==> src/rtl/keccak_state_unloader_pkg.sv <==
// Shared definitions for the Keccak state unloader: FSM encoding, default geometry,
// and the lane-count helper.
package keccak_state_unloader_pkg;

   typedef enum logic {
      StIdle = 1'b0,
      StSend = 1'b1
   } state_e;

   localparam int unsigned DefaultSize = 1600;
   localparam int unsigned DefaultWord = 64;

   function automatic int unsigned lane_count(input int unsigned size, input int unsigned word);
      return size / word;
   endfunction

endpackage

==> src/rtl/keccak_state_unloader.sv <==
// Captures a full Keccak state in one cycle and drains it as WORD-bit lanes,
// least-significant lane first, over a valid/ready stream.
module keccak_state_unloader
   import keccak_state_unloader_pkg::*;
#(
   parameter int unsigned SIZE = DefaultSize,
   parameter int unsigned WORD = DefaultWord
) (
   input  logic            i_clk,
   input  logic            i_rst_n,
   input  logic [SIZE-1:0] i_v_data,
   input  logic            i_v_load,
   output logic            o_busy,
   output logic [WORD-1:0] o_v_word,
   output logic            o_valid,
   input  logic            i_ready,
   output logic            o_last,
   output logic            o_done
);

   localparam int unsigned NWORDS = lane_count(SIZE, WORD);
   localparam int unsigned CW = (NWORDS > 1) ? $clog2(NWORDS) : 1;
   localparam logic [CW-1:0] LastIdx = CW'(NWORDS - 1);

   state_e          state_q, state_d;
   logic [SIZE-1:0] sreg_q, sreg_d;
   logic [CW-1:0]   cnt_q, cnt_d;
   logic            done_q, done_d;

   always_ff @(posedge i_clk or negedge i_rst_n) begin
      if (!i_rst_n) begin
         state_q <= StIdle;
         sreg_q  <= '0;
         cnt_q   <= '0;
         done_q  <= 1'b0;
      end else begin
         state_q <= state_d;
         sreg_q  <= sreg_d;
         cnt_q   <= cnt_d;
         done_q  <= done_d;
      end
   end

   always_comb begin
      state_d  = state_q;
      sreg_d   = sreg_q;
      cnt_d    = cnt_q;
      done_d   = 1'b0;
      o_busy   = 1'b0;
      o_valid  = 1'b0;
      o_last   = 1'b0;
      o_v_word = '0;
      unique case (state_q)
         StIdle: begin
            if (i_v_load) begin
               sreg_d  = i_v_data;
               cnt_d   = '0;
               state_d = StSend;
            end
         end
         StSend: begin
            o_busy   = 1'b1;
            o_valid  = 1'b1;
            o_v_word = sreg_q[WORD-1:0];
            o_last   = (cnt_q == LastIdx);
            if (i_ready) begin
               if (o_last) begin
                  // Final lane leaves the shift register untouched; o_v_word is gated in IDLE.
                  state_d = StIdle;
                  done_d  = 1'b1;
               end else begin
                  sreg_d = sreg_q >> WORD;
                  cnt_d  = cnt_q + 1'b1;
               end
            end
         end
         default: state_d = StIdle;
      endcase
   end

   assign o_done = done_q;

endmodule

==> config.mk <==
export PLATFORM = sky130hd
export DESIGN_NAME = keccak_state_unloader
export DESIGN_NICKNAME = d
export VERILOG_FILES = /design/src/rtl/keccak_state_unloader_pkg.sv /design/src/rtl/keccak_state_unloader.sv
export SDC_FILE = /design/constraint.sdc
export NUM_CORES = 2
export LEC_CHECK = 0
export CORE_AREA = 2 2 659 661
export DETAILED_ROUTE_END_ITERATION = 10
export DIE_AREA = 0 0 661 663
export PLACE_DENSITY = 0.37
export SLEW_MARGIN = 30
export SYNTH_ARGS = -nofsm -noshare
export SYNTH_HDL_FRONTEND = slang
export SYNTH_SLANG_ARGS = --single-unit
==> constraint.sdc <==
create_clock -name i_clk -period 3.95 [get_ports i_clk]
set_input_delay 0.5925 -clock i_clk [delete_from_list [all_inputs] [get_ports i_clk]]
set_output_delay 0.5925 -clock i_clk [all_outputs]
set_load 0.01 [all_outputs]
==> run_summary.xml <==
<?xml version="1.0" encoding="UTF-8"?>
<metrics>
  <group name="timing">
    <metric name="final_setup_violation_count" unit="">0</metric>
    <metric name="post-route-min-period" unit="ps">3530</metric>
    <metric name="final_hold_viol_count" unit="">0</metric>
    <metric name="drv_slew" unit="">0</metric>
    <metric name="finalSetupTns" unit="ps">0</metric>
    <metric name="final.setup_skew" unit="ps">76.9</metric>
    <metric name="unrepaired_setup_endpoints_after_global_routing" unit="">no</metric>
    <metric name="worst_slew_margin_relative_to_its_limit" unit="%">35.3</metric>
    <metric name="final_critical_path_setup_slack" unit="ps">419</metric>
    <metric name="maxClockFrequency" unit="MHz">283</metric>
    <metric name="hold_ws" unit="ps">338</metric>
    <metric name="finalCritPeriodShare" unit="%">89.4</metric>
    <metric name="tightest_slew" unit="ps">970</metric>
  </group>
  <group name="synth">
    <metric name="number_of_enable_flip_flop_cells_after_synthesis" unit="">0</metric>
    <metric name="postSynthAreaPerCell" unit="um^2">11.8</metric>
    <metric name="synth.most_common_cell" unit="">dfrtp_1</metric>
    <metric name="synth-compound-area-share" unit="%">21.2</metric>
    <metric name="portion_of_netlist_area_occupied_by_mux_cells" unit="%">19.0</metric>
    <metric name="register_bit_total_from_synthesis" unit="">1607</metric>
    <metric name="synthTopCellsByArea" unit="">dfrtp_1 48%, mux2i_1 19%, o221a_1 15%, nand2_1 6.8%, o221a_2 5.8%</metric>
    <metric name="synth.cell_area" unit="um^2">84500</metric>
    <metric name="synthDominantCellAreaShare" unit="%">47.6</metric>
    <metric name="yosysWarningCount" unit="">0</metric>
    <metric name="dominant_combinational_cell_family_by_area_after_synthesis" unit="">compound AO/OA/AOI/OAI gates</metric>
    <metric name="postSynthCellCount" unit="">7150</metric>
    <metric name="synthesized_area_fraction_occupied_by_xor_and_xnor_cells" unit="%">0.0207</metric>
    <metric name="yosys_most_used_dff" unit="">dfrtp_1</metric>
    <metric name="synth_commonest_cells" unit="">1,607 x dfrtp_1, 1,600 x mux2i_1, 1,539 x nand2_1, 1,100 x o221a_1, 436 x o221a_2</metric>
    <metric name="netlist-cell-type-count" unit="">29</metric>
    <metric name="yosysSeqAreaShare" unit="%">47.6</metric>
    <metric name="synth_async_sr_flop_share" unit="%">100</metric>
    <metric name="synthAdderAreaFrac" unit="%">0.0296</metric>
    <metric name="synthesis.nets" unit="">8756</metric>
    <metric name="synth_area_leader_cell" unit="">dfrtp_1</metric>
    <metric name="synth-simple-area-share" unit="%">7.42</metric>
  </group>
  <group name="cts">
    <metric name="cts_made_buffers" unit="">212</metric>
    <metric name="clk_root_buffer_cell" unit="">clkbuf_16</metric>
    <metric name="cts_htree_levels" unit="">4</metric>
    <metric name="post_cts_sizing" unit="">0</metric>
    <metric name="cts.sink_count" unit="">1607</metric>
    <metric name="clk_path_buf_depth" unit="">4</metric>
    <metric name="hold_buffers" unit="">1</metric>
    <metric name="path_clk_slew" unit="ps">60</metric>
    <metric name="clock_insertion_delay_worst_skew" unit="ps">950</metric>
    <metric name="cts_tree" unit="">yes</metric>
    <metric name="cts_setup_buffers" unit="">0</metric>
  </group>
  <group name="power">
    <metric name="leakage" unit="uW">0.0423</metric>
    <metric name="power_density" unit="nW/um^2">575</metric>
    <metric name="max-vdd-ir-drop" unit="uV">384</metric>
  </group>
  <group name="setup_path">
    <metric name="reg2reg_depth" unit="">6</metric>
    <metric name="crit_path_top_delay_cell" unit="">dfrtp_4</metric>
    <metric name="cp_peak_stage_delay" unit="ps">710</metric>
    <metric name="critical_path.startpoint_type" unit="">flip-flop</metric>
    <metric name="crit_arrival" unit="ps">2940</metric>
    <metric name="reg2reg_slack" unit="ps">1160</metric>
    <metric name="cpLargestDelayFamily" unit="">buffers and inverters</metric>
    <metric name="worst_reg2reg_endpoint" unit="">sreg_q[570]</metric>
    <metric name="worst-path-max-fanout" unit="">59</metric>
    <metric name="worst_ep_required_time" unit="ps">3360</metric>
    <metric name="path_buf_inv" unit="">2</metric>
    <metric name="crit_path_cell_trace" unit="">buf_12 &gt; and2_1 &gt; clkdlybuf4s50_1</metric>
    <metric name="worst_reg2reg_path_startpoint" unit="">state_q</metric>
    <metric name="critical_path_class" unit="">reg2out</metric>
    <metric name="critPathCaptureType" unit="">output port</metric>
  </group>
  <group name="route">
    <metric name="routed_via_density" unit="">4.81</metric>
    <metric name="drt-initial-drc-count" unit="">5485</metric>
    <metric name="total_via_count_in_the_routed_design" unit="">70000</metric>
    <metric name="ant_nets" unit="">0</metric>
    <metric name="drt-pass1-iter-count" unit="">5</metric>
    <metric name="totalWireLength" unit="um">450000</metric>
    <metric name="post-route-drc-count" unit="">0</metric>
    <metric name="post_drt_wl_per_cell" unit="um">30.9</metric>
  </group>
  <group name="global_route">
    <metric name="grt_antenna_before_repair" unit="">357</metric>
    <metric name="grt_max_degree" unit="">199</metric>
    <metric name="grt_overflow_total" unit="">0</metric>
    <metric name="all_layer_gr_usage" unit="%">19.7</metric>
    <metric name="first_global_vias" unit="">69900</metric>
    <metric name="wire_length_of_the_first_global_routing_pass" unit="um">610000</metric>
  </group>
  <group name="die">
    <metric name="core_area" unit="um^2">432000</metric>
    <metric name="die_width" unit="um">661</metric>
    <metric name="die_area" unit="um^2">438000</metric>
    <metric name="initial_utilization" unit="%">19.6</metric>
    <metric name="die_h" unit="um">663</metric>
    <metric name="num_io_pins" unit="">1672</metric>
    <metric name="number_of_core_rows" unit="">242</metric>
  </group>
  <group name="status">
    <metric name="outcome" unit="">finished, final reports clean</metric>
  </group>
  <group name="layout">
    <metric name="drive_above_1_share" unit="%">11.4</metric>
    <metric name="area_delta_synth_final" unit="%">35.8</metric>
    <metric name="finalNetCount" unit="">10200</metric>
    <metric name="utilization" unit="%">26.6</metric>
  </group>
  <group name="placement">
    <metric name="io_buffer_count" unit="">1671</metric>
    <metric name="place.gp.congestion" unit="">0.858</metric>
    <metric name="pre_cts_slack" unit="ps">970</metric>
    <metric name="place.detailed.hpwl" unit="um">338000</metric>
  </group>
  <group name="flow_run">
    <metric name="maxCapViolCount" unit="">0</metric>
  </group>
  <group name="hold_path">
    <metric name="hold_path_class" unit="">in2async</metric>
  </group>
</metrics>
-- metrics by stage --
stage	instance area, um^2	std cells	power [uW]
floorplan	84500	7150	36200
global placement	107000	14100	46100
detailed placement	107000	14100	46500
CTS	114000	14500	67100
global route	115000	14500	69200
finish	115000	14600	65900
-- layout make-up --
cell class / count / area [um^2]
fill: 45100 / 317000
multi-input combinational: 4829 / 40300
sequential: 1607 / 40200
timing repair buffer: 1901 / 19800
tap: 5734 / 7170
clock buffer: 327 / 6320
clock inverter: 55 / 714
antenna: 105 / 263
inverter: 3 / 18.8
-- cells by family (layout without fill, tap and decap cells) --
family / count (synthesis) / in the layout
and+or+nand+nor: 1616 / 1616
AOI/OAI and AO/OA: 1608 / 1608
DFF: 1607 / 1607
muxes: 1601 / 1601
buffers and inverters: 714 / 2286
adders and majority gates: 2 / 2
xor gates and xnor gates: 2 / 2
other: 0 / 105
-- worst max-delay path by stage --
stage | startpoint | endpoint | cells after the start | slack, ps
floorplan | cnt_q[0] | sreg_q[1396] | 9 | 2070
global route | state_q | o_v_word[61] | 3 | 220
global placement | i_ready | sreg_q[1002] | 6 | 970
CTS | state_q | o_v_word[61] | 3 | 210
detailed placement | i_ready | sreg_q[1059] | 6 | 970
finish | state_q | o_v_word[61] | 3 | 420
-- power breakdown --
part           switching (uW)  leakage, uW  internal, uW
logic                    5630       0.0225          9180
clock network            8450      0.00346         11700
registers                8850       0.0163         22200
-- flip-flops by register name, summed over array words and instances, names as in the netlist --
| name | flops |
|---|---|
| sreg_q | 1600 |
| cnt_q | 5 |
| o_done | 1 |
| state_q | 1 |
-- cells in the final DEF, fill, tap and decap left out, types with 5 or more instances in the layout --
master,Yosys,routed
buf_12,0,99
bufinv_16,0,10
clkbuf_1,236,58
clkinv_2,0,29
clkdlybuf4s50_1,0,1669
dfrtp_1,1607,1606
o2bb2ai_1,64,64
and2_1,65,65
diode_2,0,105
o221a_1,1100,1100
buf_4,1,128
clkbuf_8,0,56
nand2_1,1539,1538
o221a_2,436,436
clkbuf_16,0,213
mux2i_1,1600,1600
nor2_1,5,5
-- layer usage --
layer / share of wire (%) / GRT usage, % / up-vias
li1: - / - / 30500
met1: 40 / 23.3 / 36100
met2: 50 / 34.6 / 2330
met3: 6.8 / 5.33 / 828
met4: 2.8 / 5.56 / 212
met5: 0.30 / 0 / -
-- worst reg2reg max path: cells and delay by family, from the launching register on --
family / cells / cell delay [ps]
buffers and inverters: 4 / 1680
AND/OR/NAND/NOR: 1 / 210
flip-flops: 1 / 660
AO/OA/AOI/OAI: 1 / 140
No activity file was read; power rests on OpenSTA's default activity.
